$ cat src/rtl/multi_alarm_clock_core_if.sv
// Bundle between the switch/debounce controller and the timekeeping core:
// mode/edit/ring-control pulses in, display value, tick and buzzer status out.
interface multi_alarm_clock_core_if #(
    parameter int NUM_ALARMS = 4
);
    localparam int IW = (NUM_ALARMS > 1) ? $clog2(NUM_ALARMS) : 1;

    logic [1:0]            i_mode;
    logic [1:0]            i_position;
    logic                  i_inc;
    logic [IW-1:0]         i_alarm_sel;
    logic                  i_alarm_toggle;
    logic                  i_snooze;
    logic                  i_stop;
    logic [5:0]            o_hour;
    logic [5:0]            o_min;
    logic [5:0]            o_sec;
    logic                  o_tick;
    logic                  o_alarm_ring;
    logic [IW-1:0]         o_ring_idx;
    logic [NUM_ALARMS-1:0] o_alarm_en;

    modport master (
        output i_mode, i_position, i_inc, i_alarm_sel, i_alarm_toggle, i_snooze, i_stop,
        input  o_hour, o_min, o_sec, o_tick, o_alarm_ring, o_ring_idx, o_alarm_en
    );

    modport slave (
        input  i_mode, i_position, i_inc, i_alarm_sel, i_alarm_toggle, i_snooze, i_stop,
        output o_hour, o_min, o_sec, o_tick, o_alarm_ring, o_ring_idx, o_alarm_en
    );
endinterface

$ cat src/rtl/multi_alarm_clock_core.sv
// Timekeeping core: 1 Hz prescaler, HH:MM:SS counter, NUM_ALARMS editable alarms,
// and a ring controller with snooze and an auto-timeout.
module multi_alarm_clock_core #(
    parameter int CLK_HZ     = 1000,
    parameter int NUM_ALARMS = 4,
    parameter int SNOOZE_MIN = 5,
    parameter int RING_SEC   = 60
) (
    input  logic clk,
    input  logic rst_n,
    multi_alarm_clock_core_if.slave bus
);
    localparam int IW = (NUM_ALARMS > 1) ? $clog2(NUM_ALARMS) : 1;
    localparam int PW = $clog2(CLK_HZ);

    typedef enum logic [1:0] {
        IDLE    = 2'd0,
        RING    = 2'd1,
        SNOOZED = 2'd2
    } ring_state_t;

    logic [PW-1:0]         pre_cnt;
    logic [5:0]            cur_hour, cur_min, cur_sec;
    logic [5:0]            nxt_hour, nxt_min, nxt_sec;
    logic [5:0]            alarm_hour [NUM_ALARMS];
    logic [5:0]            alarm_min  [NUM_ALARMS];
    logic [NUM_ALARMS-1:0] alarm_en;

    ring_state_t           state, state_next;
    logic [7:0]            ring_cnt, ring_cnt_next;
    logic [IW-1:0]         ring_idx, ring_idx_next;
    logic [5:0]            snz_hour, snz_min, snz_hour_next, snz_min_next;

    logic                  set_time, set_alarm, running, tick;
    logic                  sel_valid, hit, trigger, snooze_due;
    logic [5:0]            sel_hour, sel_min;
    logic [IW-1:0]         hit_idx;
    logic [6:0]            snz_sum;
    logic [5:0]            tgt_hour, tgt_min;

    function automatic logic [5:0] wrap_inc(input logic [5:0] v, input logic [5:0] top);
        return (v == top) ? 6'd0 : v + 6'd1;
    endfunction

    // Mode 3 behaves exactly like mode 0.
    assign set_time  = (bus.i_mode == 2'd1);
    assign set_alarm = (bus.i_mode == 2'd2);
    assign running   = !set_time;
    assign tick      = running && (pre_cnt == PW'(CLK_HZ - 1));

    always_comb begin
        nxt_hour = cur_hour;
        nxt_min  = cur_min;
        nxt_sec  = cur_sec;
        if (tick) begin
            nxt_sec = wrap_inc(cur_sec, 6'd59);
            if (cur_sec == 6'd59) begin
                nxt_min = wrap_inc(cur_min, 6'd59);
                if (cur_min == 6'd59)
                    nxt_hour = wrap_inc(cur_hour, 6'd23);
            end
        end
    end

    always_comb begin
        sel_valid = 1'b0;
        sel_hour  = 6'd0;
        sel_min   = 6'd0;
        for (int i = 0; i < NUM_ALARMS; i++) begin
            if (bus.i_alarm_sel == IW'(i)) begin
                sel_valid = 1'b1;
                sel_hour  = alarm_hour[i];
                sel_min   = alarm_min[i];
            end
        end
    end

    // Scanning downwards leaves the lowest matching index as the winner.
    always_comb begin
        hit     = 1'b0;
        hit_idx = '0;
        for (int i = NUM_ALARMS - 1; i >= 0; i--) begin
            if (alarm_en[i] && alarm_hour[i] == nxt_hour && alarm_min[i] == nxt_min) begin
                hit     = 1'b1;
                hit_idx = IW'(i);
            end
        end
    end

    assign trigger    = tick && (nxt_sec == 6'd0) && hit;
    assign snooze_due = tick && (nxt_sec == 6'd0) && (nxt_min == snz_min) && (nxt_hour == snz_hour);

    always_comb begin
        snz_sum  = {1'b0, cur_min} + 7'(SNOOZE_MIN);
        tgt_hour = cur_hour;
        tgt_min  = snz_sum[5:0];
        if (snz_sum >= 7'd60) begin
            tgt_min  = 6'(snz_sum - 7'd60);
            tgt_hour = wrap_inc(cur_hour, 6'd23);
        end
    end

    always_ff @(posedge clk) begin
        if (!rst_n) begin
            pre_cnt  <= '0;
            cur_hour <= 6'd0;
            cur_min  <= 6'd0;
            cur_sec  <= 6'd0;
            alarm_en <= '0;
            for (int i = 0; i < NUM_ALARMS; i++) begin
                alarm_hour[i] <= 6'd0;
                alarm_min[i]  <= 6'd0;
            end
        end else begin
            if (!running || tick)
                pre_cnt <= '0;
            else
                pre_cnt <= pre_cnt + 1'b1;

            if (tick) begin
                cur_hour <= nxt_hour;
                cur_min  <= nxt_min;
                cur_sec  <= nxt_sec;
            end else if (set_time && bus.i_inc) begin
                case (bus.i_position)
                    2'd0:    cur_sec  <= wrap_inc(cur_sec, 6'd59);
                    2'd1:    cur_min  <= wrap_inc(cur_min, 6'd59);
                    2'd2:    cur_hour <= wrap_inc(cur_hour, 6'd23);
                    default: ;
                endcase
            end

            for (int i = 0; i < NUM_ALARMS; i++) begin
                if (set_alarm && bus.i_alarm_sel == IW'(i)) begin
                    if (bus.i_inc && bus.i_position == 2'd1)
                        alarm_min[i] <= wrap_inc(alarm_min[i], 6'd59);
                    if (bus.i_inc && bus.i_position == 2'd2)
                        alarm_hour[i] <= wrap_inc(alarm_hour[i], 6'd23);
                    if (bus.i_alarm_toggle)
                        alarm_en[i] <= ~alarm_en[i];
                end
            end
        end
    end

    always_ff @(posedge clk) begin
        if (!rst_n) begin
            state    <= IDLE;
            ring_cnt <= 8'd0;
            ring_idx <= '0;
            snz_hour <= 6'd0;
            snz_min  <= 6'd0;
        end else begin
            state    <= state_next;
            ring_cnt <= ring_cnt_next;
            ring_idx <= ring_idx_next;
            snz_hour <= snz_hour_next;
            snz_min  <= snz_min_next;
        end
    end

    // Stop beats snooze; a fresh alarm match beats a pending snooze.
    always_comb begin
        state_next    = state;
        ring_cnt_next = ring_cnt;
        ring_idx_next = ring_idx;
        snz_hour_next = snz_hour;
        snz_min_next  = snz_min;
        case (state)
            IDLE: begin
                if (trigger) begin
                    state_next    = RING;
                    ring_cnt_next = 8'd0;
                    ring_idx_next = hit_idx;
                end
            end
            RING: begin
                if (bus.i_stop) begin
                    state_next = IDLE;
                end else if (bus.i_snooze) begin
                    state_next    = SNOOZED;
                    snz_hour_next = tgt_hour;
                    snz_min_next  = tgt_min;
                end else if (tick) begin
                    if (ring_cnt + 8'd1 == 8'(RING_SEC))
                        state_next = IDLE;
                    else
                        ring_cnt_next = ring_cnt + 8'd1;
                end
            end
            SNOOZED: begin
                if (bus.i_stop) begin
                    state_next = IDLE;
                end else if (trigger) begin
                    state_next    = RING;
                    ring_cnt_next = 8'd0;
                    ring_idx_next = hit_idx;
                end else if (snooze_due) begin
                    state_next    = RING;
                    ring_cnt_next = 8'd0;
                end
            end
            default: state_next = IDLE;
        endcase
    end

    always_comb begin
        bus.o_hour = cur_hour;
        bus.o_min  = cur_min;
        bus.o_sec  = cur_sec;
        if (set_alarm) begin
            bus.o_hour = sel_valid ? sel_hour : 6'd0;
            bus.o_min  = sel_valid ? sel_min  : 6'd0;
            bus.o_sec  = 6'd0;
        end
    end

    assign bus.o_tick       = tick;
    assign bus.o_alarm_ring = (state == RING);
    assign bus.o_ring_idx   = ring_idx;
    assign bus.o_alarm_en   = alarm_en;
endmodule

$ cat src/flat_wrapper.sv
// flat-port wrapper written by rule: the top's interface ports become plain ports
module multi_alarm_clock_core_flat 
#(
    parameter int CLK_HZ     = 1000,
    parameter int NUM_ALARMS = 4,
    parameter int SNOOZE_MIN = 5,
    parameter int RING_SEC   = 60
)
  (clk, rst_n, bus_i_mode, bus_i_position, bus_i_inc, bus_i_alarm_sel, bus_i_alarm_toggle, bus_i_snooze, bus_i_stop, bus_o_hour, bus_o_min, bus_o_sec, bus_o_tick, bus_o_alarm_ring, bus_o_ring_idx, bus_o_alarm_en);
  multi_alarm_clock_core_if #(.NUM_ALARMS(NUM_ALARMS)) bus_i ();
  input  logic clk;
  input  logic rst_n;
  input wire logic [$bits(bus_i.i_mode)-1:0] bus_i_mode;
  input wire logic [$bits(bus_i.i_position)-1:0] bus_i_position;
  input wire logic [$bits(bus_i.i_inc)-1:0] bus_i_inc;
  input wire logic [$bits(bus_i.i_alarm_sel)-1:0] bus_i_alarm_sel;
  input wire logic [$bits(bus_i.i_alarm_toggle)-1:0] bus_i_alarm_toggle;
  input wire logic [$bits(bus_i.i_snooze)-1:0] bus_i_snooze;
  input wire logic [$bits(bus_i.i_stop)-1:0] bus_i_stop;
  output wire logic [$bits(bus_i.o_hour)-1:0] bus_o_hour;
  output wire logic [$bits(bus_i.o_min)-1:0] bus_o_min;
  output wire logic [$bits(bus_i.o_sec)-1:0] bus_o_sec;
  output wire logic [$bits(bus_i.o_tick)-1:0] bus_o_tick;
  output wire logic [$bits(bus_i.o_alarm_ring)-1:0] bus_o_alarm_ring;
  output wire logic [$bits(bus_i.o_ring_idx)-1:0] bus_o_ring_idx;
  output wire logic [$bits(bus_i.o_alarm_en)-1:0] bus_o_alarm_en;
  assign bus_i.i_mode = bus_i_mode;
  assign bus_i.i_position = bus_i_position;
  assign bus_i.i_inc = bus_i_inc;
  assign bus_i.i_alarm_sel = bus_i_alarm_sel;
  assign bus_i.i_alarm_toggle = bus_i_alarm_toggle;
  assign bus_i.i_snooze = bus_i_snooze;
  assign bus_i.i_stop = bus_i_stop;
  assign bus_o_hour = bus_i.o_hour;
  assign bus_o_min = bus_i.o_min;
  assign bus_o_sec = bus_i.o_sec;
  assign bus_o_tick = bus_i.o_tick;
  assign bus_o_alarm_ring = bus_i.o_alarm_ring;
  assign bus_o_ring_idx = bus_i.o_ring_idx;
  assign bus_o_alarm_en = bus_i.o_alarm_en;
  multi_alarm_clock_core #(.CLK_HZ(CLK_HZ), .NUM_ALARMS(NUM_ALARMS), .SNOOZE_MIN(SNOOZE_MIN), .RING_SEC(RING_SEC)) u_core (.clk(clk), .rst_n(rst_n), .bus(bus_i));
endmodule
$ cat config.mk
export PLATFORM = sky130hd
export DESIGN_NAME = multi_alarm_clock_core_flat
export DESIGN_NICKNAME = d
export VERILOG_FILES = /design/src/rtl/multi_alarm_clock_core_if.sv /design/src/rtl/multi_alarm_clock_core.sv /design/src/flat_wrapper.sv
export SDC_FILE = /design/constraint.sdc
export NUM_CORES = 1
export LEC_CHECK = 0
export ABC_CLOCK_PERIOD_IN_PS = 4600
export CAP_MARGIN = 15
export CORE_AREA = 3 3 121 123
export CTS_BUF_LIST = sky130_fd_sc_hd__clkbuf_16
export DETAILED_ROUTE_END_ITERATION = 7
export DIE_AREA = 0 0 124 126
export GPL_TIMING_DRIVEN = 0
export PLACE_DENSITY_LB_ADDON = 0.2
export REMOVE_ABC_BUFFERS = 1
export SYNTH_ARGS = -nofsm -noshare
export SYNTH_HDL_FRONTEND = slang
export SYNTH_SLANG_ARGS = --single-unit
export TNS_END_PERCENT = 1
$ cat constraint.sdc
create_clock -name clk -period 4.6 [get_ports clk]
set_input_delay 0.92 -clock clk [delete_from_list [all_inputs] [get_ports clk]]
set_output_delay 0.92 -clock clk [all_outputs]
set_load 0.005 [all_outputs]
==> qor.yml, run 1 <==
cts:
  clock_latency_ns: 0.37
  cts-htree-levels: 3
  tritoncts.num_buffers: 9
  cts_tree: "built"
  numClockSinks: 104
  cts.clk_slew.worst_paths_ns: 0.08
  cts-hold-fix-buffers: 0
  ctsLongestPathBuffers: 2
  clock-root-buffer: "sky130_fd_sc_hd__clkbuf_16"
  setup_fix_buffers_added_after_clock_tree_synthesis: 0
detailed_routing:
  first_iter_violations: 604
  drc: 0
  drt-vias-per-instance: 6.21
  firstDrtPassIters: 5
  detail_route.wirelength_mm: 20.6
  routedWlPerCell_microns: 18.8
  dr_total_vias: 6816
  final_ant_viol_nets: 0
floorplanning:
  core_sq_um: 13800
  start_util_pct: 54.7
  die_height_microns: 126
  ioPinCount: 38
  rows: 43
  die_area_sq_um: 15600
  die_width_microns: 124
synthesis:
  yosys_register_bits: 104
  synthesis.yosys.warnings: 0
  netlist-cell-type-count: 79
  post_synth_instance_area_sq_um: 7530
  synth-seq-area-share_pct: 34.0
  post_synth.cell_area_avg_sq_um: 8.10
  synth-edff-count: 48
  dominantRegCellSynth: "sky130_fd_sc_hd__dfxtp_1"
  syn-instance-count: 929
  asyncSetResetFlopFracSynth_pct: 0
  yosysTopAreaCellShare_pct: 19.1
  netlist_top_cells_area: "sky130_fd_sc_hd__edfxtp_1, sky130_fd_sc_hd__dfxtp_1, sky130_fd_sc_hd__xnor2_1"
  synth_area_leader_cell: "sky130_fd_sc_hd__edfxtp_1"
setup_path:
  cpLargestDelayFamily: "simple AND/OR/NAND/NOR gates"
  critical_path_arrival_ns: 4.63
  timing.critical_path.fanout_max: 18
  critical_path.n_buffers_inverters: 2
  critPathSlowestCell: "sky130_fd_sc_hd__or4b_4"
  worst_ep_required_time_ns: 4.84
  crit_path_end_kind: "register"
  slowest_delay_ns: 0.69
  timing.critical_path.cells: "clkdlybuf4s50_1 > nor2b_1 > or4b_4 > inv_6 > nand2_2 > o31ai_2 > o2111ai_1 > or4_4 > o21ai_2 > o31a_4 > o21ai_4 > o221a_1"
  critical_path.startpoint_type: "input port"
  timing_worst_setup_path_type: "input port to register"
run:
  max_cap_viol_count: 0
global_route:
  grt_first_pass_wirelength_mm: 32.7
  first_global_vias: 6179
  gr-total-overflow: 0
  grt.total_usage_pct: 26.6
  number_of_antenna_violations_at_the_first_check_in_global_routing: 0
  pin_count_of_the_biggest_net_entering_global_routing: 32
layout:
  fin_cells: 1097
  finalInstanceArea_sq_um: 8220
  post_route_cells_drive_above_1_share_pct: 4.69
  diodes_inserted: 0
  nNetsFinal: 939
  syn_to_final_growth_pct: 9.18
sta:
  unrepaired_setup_endpoints_after_global_routing: "false"
  max-slew-margin-rel_pct: 21.8
  maxSlewViolCount: 0
  timing.final.crit_period_ns: 4.39
  timing.fmax_mhz: 228
  timing.setup.tns_ns: 0
  worst-slew-pin-transition_ns: 1.17
  finClkSkew_ns: 0.00847
  finalSetupViolations: 0
  final_hold_viol_count: 0
  period_share_pct: 95.4
power:
  power_switching_share_pct: 26.7
  power.static_leakage_nw: 2.80
  share_of_total_power_in_sequential_cells_pct: 52.4
  sw_pwr_uw: 525
  power.clock.fraction_pct: 38.7
  power_density_nw_per_um2: 239
  p_int_mw: 1.44
  vdd_drop_max_mv: 0.226
  power.share.combinational_pct: 8.9
place:
  detailed_place.area_sq_um: 7890
  count_of_buffers_from_port_buffering: 37
  gp_congestion: 0.952
  placed_cells_incl_taps: 1081
  place.detailed.hpwl_mm: 14.9
run_status:
  outcome: "finished, final reports clean"
hold_path:
  worst_hold_path_type: "register to register"
synth_stat cells, types with 7 or more instances:
library cell / instances
sky130_fd_sc_hd__o22ai_1: 8
sky130_fd_sc_hd__inv_1: 28
sky130_fd_sc_hd__nor2b_1: 7
sky130_fd_sc_hd__nand2_1: 64
sky130_fd_sc_hd__nand3_1: 51
sky130_fd_sc_hd__mux2i_1: 17
sky130_fd_sc_hd__and3_1: 12
sky130_fd_sc_hd__o21ai_0: 44
sky130_fd_sc_hd__a21oi_1: 52
sky130_fd_sc_hd__a211oi_1: 17
sky130_fd_sc_hd__nor2_1: 142
sky130_fd_sc_hd__and2_1: 11
sky130_fd_sc_hd__edfxtp_1: 48
sky130_fd_sc_hd__a22oi_1: 13
sky130_fd_sc_hd__clkbuf_1: 58
sky130_fd_sc_hd__xnor2_1: 70
sky130_fd_sc_hd__or3_1: 7
sky130_fd_sc_hd__nor4_1: 7
sky130_fd_sc_hd__dfxtp_1: 56
sky130_fd_sc_hd__o211ai_1: 9
sky130_fd_sc_hd__nand3b_1: 9
sky130_fd_sc_hd__nand4_1: 11
sky130_fd_sc_hd__nor3_1: 22
sky130_fd_sc_hd__a31oi_1: 9
sky130_fd_sc_hd__xor2_1: 44
sky130_fd_sc_hd__ha_1: 15
cell usage in the layout, fill, tap and decap left out, types with 4 or more instances in the layout:
master | Yosys | routed
sky130_fd_sc_hd__nand2_1 | 64 | 63
sky130_fd_sc_hd__nor2b_1 | 7 | 6
sky130_fd_sc_hd__o21ai_0 | 44 | 44
sky130_fd_sc_hd__xor2_1 | 44 | 44
sky130_fd_sc_hd__o221ai_1 | 4 | 4
sky130_fd_sc_hd__nand2b_1 | 5 | 5
sky130_fd_sc_hd__o22ai_1 | 8 | 8
sky130_fd_sc_hd__clkbuf_16 | 0 | 9
sky130_fd_sc_hd__a31oi_1 | 9 | 9
sky130_fd_sc_hd__o211ai_1 | 9 | 9
sky130_fd_sc_hd__inv_1 | 28 | 28
sky130_fd_sc_hd__a211oi_1 | 17 | 17
sky130_fd_sc_hd__mux2i_1 | 17 | 17
sky130_fd_sc_hd__nor2_1 | 142 | 141
sky130_fd_sc_hd__a22oi_1 | 13 | 12
sky130_fd_sc_hd__edfxtp_1 | 48 | 48
sky130_fd_sc_hd__and2_1 | 11 | 11
sky130_fd_sc_hd__clkdlybuf4s50_1 | 0 | 36
sky130_fd_sc_hd__nor3_1 | 22 | 22
sky130_fd_sc_hd__or3_1 | 7 | 7
sky130_fd_sc_hd__inv_6 | 1 | 5
sky130_fd_sc_hd__nand3b_1 | 9 | 9
sky130_fd_sc_hd__xnor2_1 | 70 | 70
sky130_fd_sc_hd__o2111ai_1 | 5 | 5
sky130_fd_sc_hd__ha_1 | 15 | 15
sky130_fd_sc_hd__nand4_1 | 11 | 11
sky130_fd_sc_hd__nand3_1 | 51 | 51
sky130_fd_sc_hd__and3_1 | 12 | 11
sky130_fd_sc_hd__o221a_1 | 4 | 4
sky130_fd_sc_hd__dfxtp_1 | 56 | 56
sky130_fd_sc_hd__a21oi_1 | 52 | 51
sky130_fd_sc_hd__nor4_1 | 7 | 7
final timing paths:
kind | from | end | slack [ns] | cells past startpoint
worst max-delay path | bus_i_mode[0] | u_core.ring_cnt[4]$_SDFFE_PN0P_ | 0.21 | 12
worst min-delay path | u_core.pre_cnt[0]$_SDFF_PP0_ | u_core.pre_cnt[0]$_SDFF_PP0_ | 0.46 | 1
worst max register to register | u_core.cur_min[0]$_SDFFE_PN0P_ | u_core.ring_cnt[4]$_SDFFE_PN0P_ | 0.31 | 11
worst min register to register | u_core.pre_cnt[0]$_SDFF_PP0_ | u_core.pre_cnt[0]$_SDFF_PP0_ | 0.46 | 1
stage by stage:
step           utilization [%]  power (mW)  hold slack (ns)  setup WS, ns
3_3_place_gp              57.1        1.22            0.447        -0.690
3_5_place_dp              57.3        1.22            0.453        -0.743
2_1_floorplan                -        1.14            0.430         0.627
4_1_cts                   59.4        1.98            0.470      0.000997
5_1_grt                   59.7        2.03            0.482        0.0786
6_report                  59.7        1.96            0.465         0.211
flip-flops by register name (all words and copies together), names as in the netlist:
| name | flops |
|---|---|
| u_core.cur_sec | 6 |
| u_core.cur_min | 6 |
| u_core.snz_hour | 6 |
| u_core.bus.o_alarm_en | 4 |
| u_core.alarm_hour | 24 |
| u_core.snz_min | 6 |
| u_core.bus.o_ring_idx | 2 |
| u_core.alarm_min | 24 |
| u_core.state | 2 |
| u_core.ring_cnt | 8 |
| u_core.cur_hour | 6 |
| u_core.pre_cnt | 10 |
metal layers:
layer	routed length (microns)	track usage [%]
met1	8920	37.4
met2	9300	40.7
met3	1710	5.12
met4	656	10.2
met5	0	0
final cells by class:
cell class | instances | area (sq um)
flip-flops and latches | 104 | 2560
multi-input cells | 728 | 4620
clock buffers | 9 | 225
well taps | 180 | 225
repair buffers | 38 | 400
clock inverters | 7 | 58.8
inverters | 31 | 121
fillers | 1293 | 5560
cell families (layout without fill, tap and decap cells):
family,after synthesis,in the layout,synth area share (%)
muxes,17,17,2.26
and+or+nand+nor,367,367,23.3
buffers and inverters,97,85,5.12
adders and majority gates,17,17,2.76
DFF,104,104,34.0
AOI/OAI and AO/OA,213,213,19.2
xor gates and xnor gates,114,114,13.3
power groups by stage:
stage | logic (mW) | clock network (mW) | registers, mW
5_1_grt | 0.193 | 0.808 | 1.03
4_1_cts | 0.173 | 0.775 | 1.03
3_5_place_dp | 0.171 | 0 | 1.05
2_1_floorplan | 0.106 | 0 | 1.03
3_3_place_gp | 0.167 | 0 | 1.05
6_report | 0.175 | 0.760 | 1.03
repair_timing:
| action | CTS | global route |
|---|---|---|
| resized for setup | 3 | 9 |
| setup endpoints to repair | 23 | 22 |
| pin swaps | 0 | 0 |
| endpoints found under the hold margin | 0 | 0 |
Power figures use the tool's default switching activity.
==> run 2, diff against run 1 <==
Settings changed: SLEW_MARGIN set to 20.
==> qor.yml, run 2 (synthesis results as in run 1) <==
power:
  share_of_total_power_in_sequential_cells_pct: 53.7  # was 52.4%
  p_int_mw: 1.42  # was 1.44 mW
  power.clock.fraction_pct: 37.3  # was 38.7%
  power_density_nw_per_um2: 235  # was 239 nW/um^2
  power.share.combinational_pct: 9.0  # was 8.9%
  sw_pwr_uw: 496  # was 525 uW
  vdd_drop_max_mv: 0.206  # was 0.226 mV
  power.static_leakage_nw: 2.78  # was 2.80 nW
  power_switching_share_pct: 25.9  # was 26.7%
floorplanning:
  rows: 43  # unchanged
  die_width_microns: 124  # unchanged
  core_sq_um: 13800  # unchanged
  die_height_microns: 126  # unchanged
  die_area_sq_um: 15600  # unchanged
  ioPinCount: 38  # unchanged
  start_util_pct: 54.7  # unchanged
global_route:
  grt.total_usage_pct: 26.7  # was 26.6%
  gr-total-overflow: 0  # unchanged
  first_global_vias: 6196  # was 6,179
  pin_count_of_the_biggest_net_entering_global_routing: 40  # was 32
  grt_first_pass_wirelength_mm: 32.8  # was 32.7 mm
  number_of_antenna_violations_at_the_first_check_in_global_routing: 0  # unchanged
sta:
  timing.fmax_mhz: 224  # was 228 MHz
  timing.final.crit_period_ns: 4.46  # was 4.39 ns
  whs_ns: 0.464  # was 0.465 ns
  unrepaired_setup_endpoints_after_global_routing: "false"  # unchanged
  finalSetupViolations: 0  # unchanged
  final_hold_viol_count: 0  # unchanged
  finClkSkew_ns: 0.00977  # was 0.00847 ns
  period_share_pct: 96.9  # was 95.4%
  max-slew-margin-rel_pct: 22.0  # was 21.8%
  timing.setup.tns_ns: 0  # unchanged
  maxSlewViolCount: 0  # unchanged
  worst-slew-pin-transition_ns: 1.17  # about the same
detailed_routing:
  dr_total_vias: 6907  # was 6,816
  dr_wl_met3_mm: 1.57  # was 1.71 mm
  detail_route.wirelength_mm: 20.8  # was 20.6 mm
  top_layer: "met4"  # unchanged
  drt-vias-per-instance: 6.30  # was 6.21
  detailroute.wirelength.met2_mm: 9.40  # was 9.30 mm
  drc: 0  # unchanged
  routed_length_on_met1_mm: 9.10  # was 8.92 mm
  firstDrtPassIters: 5  # unchanged
  final_ant_viol_nets: 0  # unchanged
  routedWlPerCell_microns: 18.9  # was 18.8 microns
  first_iter_violations: 628  # was 604
cts:
  cts-hold-fix-buffers: 0  # unchanged
  cts_tree: "built"  # unchanged
  clock_latency_ns: 0.36  # was 0.37 ns
  ctsLongestPathBuffers: 2  # unchanged
  numClockSinks: 104  # unchanged
  clock-root-buffer: "sky130_fd_sc_hd__clkbuf_16"  # unchanged
  cts.clk_slew.worst_paths_ns: 0.07  # was 0.08 ns
  setup_fix_buffers_added_after_clock_tree_synthesis: 0  # unchanged
  tritoncts.num_buffers: 9  # unchanged
  cts-htree-levels: 3  # unchanged
  cts_resized: 4  # was 3
setup_path:
  critical_path.n_buffers_inverters: 2  # unchanged
  crit_path_end_kind: "register"  # unchanged
  critPathSlowestCell: "sky130_fd_sc_hd__or4b_4"  # unchanged
  timing.critical_path.cells: "clkdlybuf4s50_1 > nor2b_1 > or4b_4 > inv_6 > nand2_2 > o31ai_2 > o2111ai_1 > or4_4 > o21ai_2 > o31a_4 > o21ai_4 > o221a_1"  # unchanged
  timing_worst_setup_path_type: "input port to register"  # unchanged
  cpLargestDelayFamily: "simple AND/OR/NAND/NOR gates"  # unchanged
  timing.critical_path.fanout_max: 18  # unchanged
  critical_path.startpoint_type: "input port"  # unchanged
  worst_ep_required_time_ns: 4.84  # about the same
  slowest_delay_ns: 0.69  # about the same
  critical_path_arrival_ns: 4.69  # was 4.63 ns
layout:
  syn_to_final_growth_pct: 8.59  # was 9.18%
  post_route_cells_drive_above_1_share_pct: 4.48  # was 4.69%
  diodes_inserted: 0  # unchanged
  biggest_regs: "u_core.alarm_hour x24, u_core.alarm_min x24, u_core.pre_cnt x10"  # unchanged
  mostFrequentLayoutCell: "sky130_fd_sc_hd__nor2_1"  # unchanged
  finalInstanceArea_sq_um: 8170  # was 8220 sq um
  nNetsFinal: 938  # was 939
  final_cell_mix: "sky130_fd_sc_hd__nor2_1, sky130_fd_sc_hd__xnor2_1, sky130_fd_sc_hd__nand2_1, sky130_fd_sc_hd__dfxtp_1"  # unchanged
hold_path:
  worst_hold_path_type: "register to register"  # unchanged
place:
  count_of_buffers_from_port_buffering: 37  # unchanged
  gp_congestion: 0.952  # unchanged
  detailed_place.area_sq_um: 7860  # was 7890 sq um
  place.detailed.hpwl_mm: 14.8  # was 14.9 mm
run_status:
  outcome: "finished, final reports clean"  # unchanged
run:
  max_cap_viol_count: 0  # unchanged
run 2: final timing paths:
| path | start | cells past startpoint | slack (ns) | endpoint |
|---|---|---|---|---|
| hold / removal | u_core.pre_cnt[0]$_SDFF_PP0_ | 1 | 0.46 | u_core.pre_cnt[0]$_SDFF_PP0_ |
| hold reg to reg | u_core.pre_cnt[0]$_SDFF_PP0_ | 1 | 0.46 | u_core.pre_cnt[0]$_SDFF_PP0_ |
| setup reg to reg | u_core.cur_min[0]$_SDFFE_PN0P_ | 11 | 0.30 | u_core.ring_cnt[4]$_SDFFE_PN0P_ |
| setup / recovery | bus_i_mode[0] | 12 | 0.14 | u_core.ring_cnt[4]$_SDFFE_PN0P_ |
run 2: per-layer routing:
metal	vias to the layer above	GRT usage, %
met5	-	0
met4	0	10.6
met3	48	4.80
met2	304	40.2
met1	3268	38.1
li1	3287	-
run 2: worst register-to-register path, cell delays in order, from the launching register on:
cell	delay (ns)
sky130_fd_sc_hd__dfxtp_1	0.67
sky130_fd_sc_hd__ha_1	0.59
sky130_fd_sc_hd__nand3b_1	0.28
sky130_fd_sc_hd__o21ai_1	0.63
sky130_fd_sc_hd__xnor2_1	0.16
sky130_fd_sc_hd__o31ai_2	0.39
sky130_fd_sc_hd__o2111ai_1	0.19
sky130_fd_sc_hd__or4_4	0.57
sky130_fd_sc_hd__o21ai_2	0.11
sky130_fd_sc_hd__o31a_4	0.22
sky130_fd_sc_hd__o21ai_4	0.11
sky130_fd_sc_hd__o221a_1	0.26
run 2: area by class of cell:
type | count | area [sq um]
clock buffers | 9 | 225
clock inverters | 7 | 40.0
fillers | 1277 | 5600
inverters | 31 | 121
multi-input cells | 728 | 4630
flip-flops and latches | 104 | 2560
well taps | 180 | 225
repair buffers | 37 | 373
run 2: through the flow:
step / power (mW) / setup slack, ns / utilization [%] / std cells
after global routing: 1.99 / 0.0612 / 59.3 / 1096
after CTS: 1.93 / 0.0140 / 59.1 / 1096
after global placement: 1.22 / -0.690 / 57.1 / 1080
final: 1.92 / 0.143 / 59.3 / 1096
after floorplan: 1.14 / 0.627 / - / 863
after detailed placement: 1.22 / -0.772 / 57.1 / 1080
run 2: power groups by stage:
stage | logic [mW] | clock network, mW | registers [mW]
after global routing | 0.190 | 0.763 | 1.03
after global placement | 0.167 | 0 | 1.05
final | 0.173 | 0.715 | 1.03
after floorplan | 0.106 | 0 | 1.03
after CTS | 0.170 | 0.731 | 1.03
after detailed placement | 0.169 | 0 | 1.05
==> run 3, diff against run 2 <==
Settings changed: CORE_AREA 3 3 121 123 to 3 3 109 137, DIE_AREA 0 0 124 126 to 0 0 112 140, SKIP_CTS_REPAIR_TIMING set to 1.
==> qor.yml, run 3 (synthesis results as in run 1) <==
cts:
  cts_tree: "built"  # unchanged
  cts.clk_slew.worst_paths_ns: 0.08  # was 0.07 ns
  cts-htree-levels: 3  # unchanged
  ctsLongestPathBuffers: 2  # unchanged
  clock-root-buffer: "sky130_fd_sc_hd__clkbuf_16"  # unchanged
  tritoncts.num_buffers: 9  # unchanged
  numClockSinks: 104  # unchanged
  clock_latency_ns: 0.37  # was 0.36 ns
sta:
  worst-slew-pin-transition_ns: 1.18  # was 1.17 ns
  max-slew-margin-rel_pct: 21.3  # was 22.0%
  final_hold_viol_count: 0  # unchanged
  finClkSkew_ns: 0.00829  # was 0.00977 ns
  finalSetupViolations: 0  # unchanged
  timing.setup.tns_ns: 0  # unchanged
  timing.final.ws_setup_ns: 0.0516  # was 0.143 ns
  timing.final.crit_period_ns: 4.55  # was 4.46 ns
  period_share_pct: 98.9  # was 96.9%
  unrepaired_setup_endpoints_after_global_routing: "false"  # unchanged
  timing.fmax_mhz: 220  # was 224 MHz
  whs_ns: 0.475  # was 0.464 ns
  maxSlewViolCount: 0  # unchanged
layout:
  finalInstanceArea_sq_um: 8190  # was 8170 sq um
  mostFrequentLayoutCell: "sky130_fd_sc_hd__nor2_1"  # unchanged
  diodes_inserted: 0  # unchanged
  post_route_cells_drive_above_1_share_pct: 4.69  # was 4.48%
  final_cell_mix: "sky130_fd_sc_hd__nor2_1, sky130_fd_sc_hd__xnor2_1, sky130_fd_sc_hd__nand2_1, sky130_fd_sc_hd__dfxtp_1"  # unchanged
  nNetsFinal: 938  # unchanged
  syn_to_final_growth_pct: 8.78  # was 8.59%
  nFillCells: 1281  # was 1,277
  biggest_regs: "u_core.alarm_hour x24, u_core.alarm_min x24, u_core.pre_cnt x10"  # unchanged
power:
  power_density_nw_per_um2: 240  # was 235 nW/um^2
  power.static_leakage_nw: 2.79  # was 2.78 nW
  vdd_drop_max_mv: 0.193  # was 0.206 mV
  total_power_mw: 1.97  # was 1.92 mW
floorplanning:
  start_util_pct: 54.7  # about the same
  core_sq_um: 13800  # about the same
  die_height_microns: 140  # was 126 microns
  ioPinCount: 38  # unchanged
  die_area_sq_um: 15700  # was 15,600 sq um
  rows: 48  # was 43
  die_width_microns: 112  # was 124 microns
detailed_routing:
  firstDrtPassIters: 8  # was 5
  first_iter_violations: 727  # was 628
  dr_total_vias: 6915  # was 6,907
  detail_route.wirelength_mm: 20.8  # about the same
  routedWlPerCell_microns: 19.1  # was 18.9 microns
  final_ant_viol_nets: 0  # unchanged
  drt-vias-per-instance: 6.34  # was 6.30
  drc: 0  # unchanged
global_route:
  pin_count_of_the_biggest_net_entering_global_routing: 40  # unchanged
  gr-total-overflow: 0  # unchanged
  grt.total_usage_pct: 26.4  # was 26.7%
  first_global_vias: 6376  # was 6,196
  number_of_antenna_violations_at_the_first_check_in_global_routing: 1  # was 0
  grt_first_pass_wirelength_mm: 33.4  # was 32.8 mm
place:
  place_worst_setup_slack_ns: -0.638  # was -0.772 ns
  gp_congestion: 0.975  # was 0.952
  count_of_buffers_from_port_buffering: 37  # unchanged
  detailed_place.area_sq_um: 7850  # was 7860 sq um
  place.detailed.hpwl_mm: 14.7  # was 14.8 mm
hold_path:
  worst_hold_path_type: "register to register"  # unchanged
setup_path:
  timing.critical_path.fanout_max: 13  # was 18
  timing_worst_setup_path_type: "input port to primary output"  # was input port to register
  critical_path.startpoint_type: "input port"  # unchanged
  critical_path_arrival_ns: 3.63  # was 4.69 ns
  crit_path_end_kind: "primary output"  # was register
  worst_ep_required_time_ns: 3.68  # was 4.84 ns
run:
  max_cap_viol_count: 0  # unchanged
run_status:
  outcome: "finished, final reports clean"  # unchanged
==> run 3: routing by layer <==
| layer | global-route usage (%) | share of wire, % |
|---|---|---|
| met5 | 0 | 0 |
| met2 | 42.5 | 46 |
| met3 | 3.59 | 6.8 |
| met4 | 13.5 | 4.7 |
| met1 | 34.9 | 42 |
==> run 3: power breakdown <==
| part | leakage, nW | switching (mW) | total (mW) | internal [mW] |
|---|---|---|---|---|
| sequential | 0.948 | 0.0433 | 1.03 | 0.985 |
| clock | 0.143 | 0.384 | 0.764 | 0.379 |
| combinational | 1.70 | 0.100 | 0.174 | 0.0736 |
| total | 2.79 | 0.528 | 1.97 | 1.44 |
==> run 3: critical path: stages <==
cell	delay [ns]
sky130_fd_sc_hd__clkdlybuf4s50_1	0.53
sky130_fd_sc_hd__nor2b_1	0.68
sky130_fd_sc_hd__and3_1	0.65
sky130_fd_sc_hd__a22oi_1	0.11
sky130_fd_sc_hd__o21ai_0	0.17
sky130_fd_sc_hd__clkdlybuf4s50_1	0.58
==> run 3: path summary, 6_finish.rpt <==
| kind | start | endpoint | slack [ns] | depth (start not counted) |
|---|---|---|---|---|
| setup / recovery | bus_i_mode[1] | bus_o_hour[2] | 0.05 | 6 |
| hold / removal | u_core.pre_cnt[0]$_SDFF_PP0_ | u_core.pre_cnt[0]$_SDFF_PP0_ | 0.47 | 1 |
| setup reg to reg | u_core.cur_min[0]$_SDFFE_PN0P_ | u_core.ring_cnt[6]$_SDFFE_PN0P_ | 0.28 | 11 |
| hold reg to reg | u_core.pre_cnt[0]$_SDFF_PP0_ | u_core.pre_cnt[0]$_SDFF_PP0_ | 0.47 | 1 |
==> run 3: per-stage QoR <==
step	instances	utilization, %
6_report	1091	59.5
5_1_grt	1091	59.5
2_1_floorplan	863	-
3_3_place_gp	1075	57.1
3_5_place_dp	1075	57.1
4_1_cts	1091	59.2
==> run 3: layout make-up <==
| type | count | area [sq um] | share of cell area [%] |
|---|---|---|---|
| flip-flops and latches | 104 | 2560 | 31.3 |
| clock buffers | 9 | 225 | 2.75 |
| repair buffers | 37 | 373 | 4.55 |
| clock inverters | 7 | 61.3 | 0.749 |
| inverters | 31 | 121 | 1.48 |
| multi-input cells | 728 | 4630 | 56.5 |
| well taps | 175 | 219 | 2.67 |
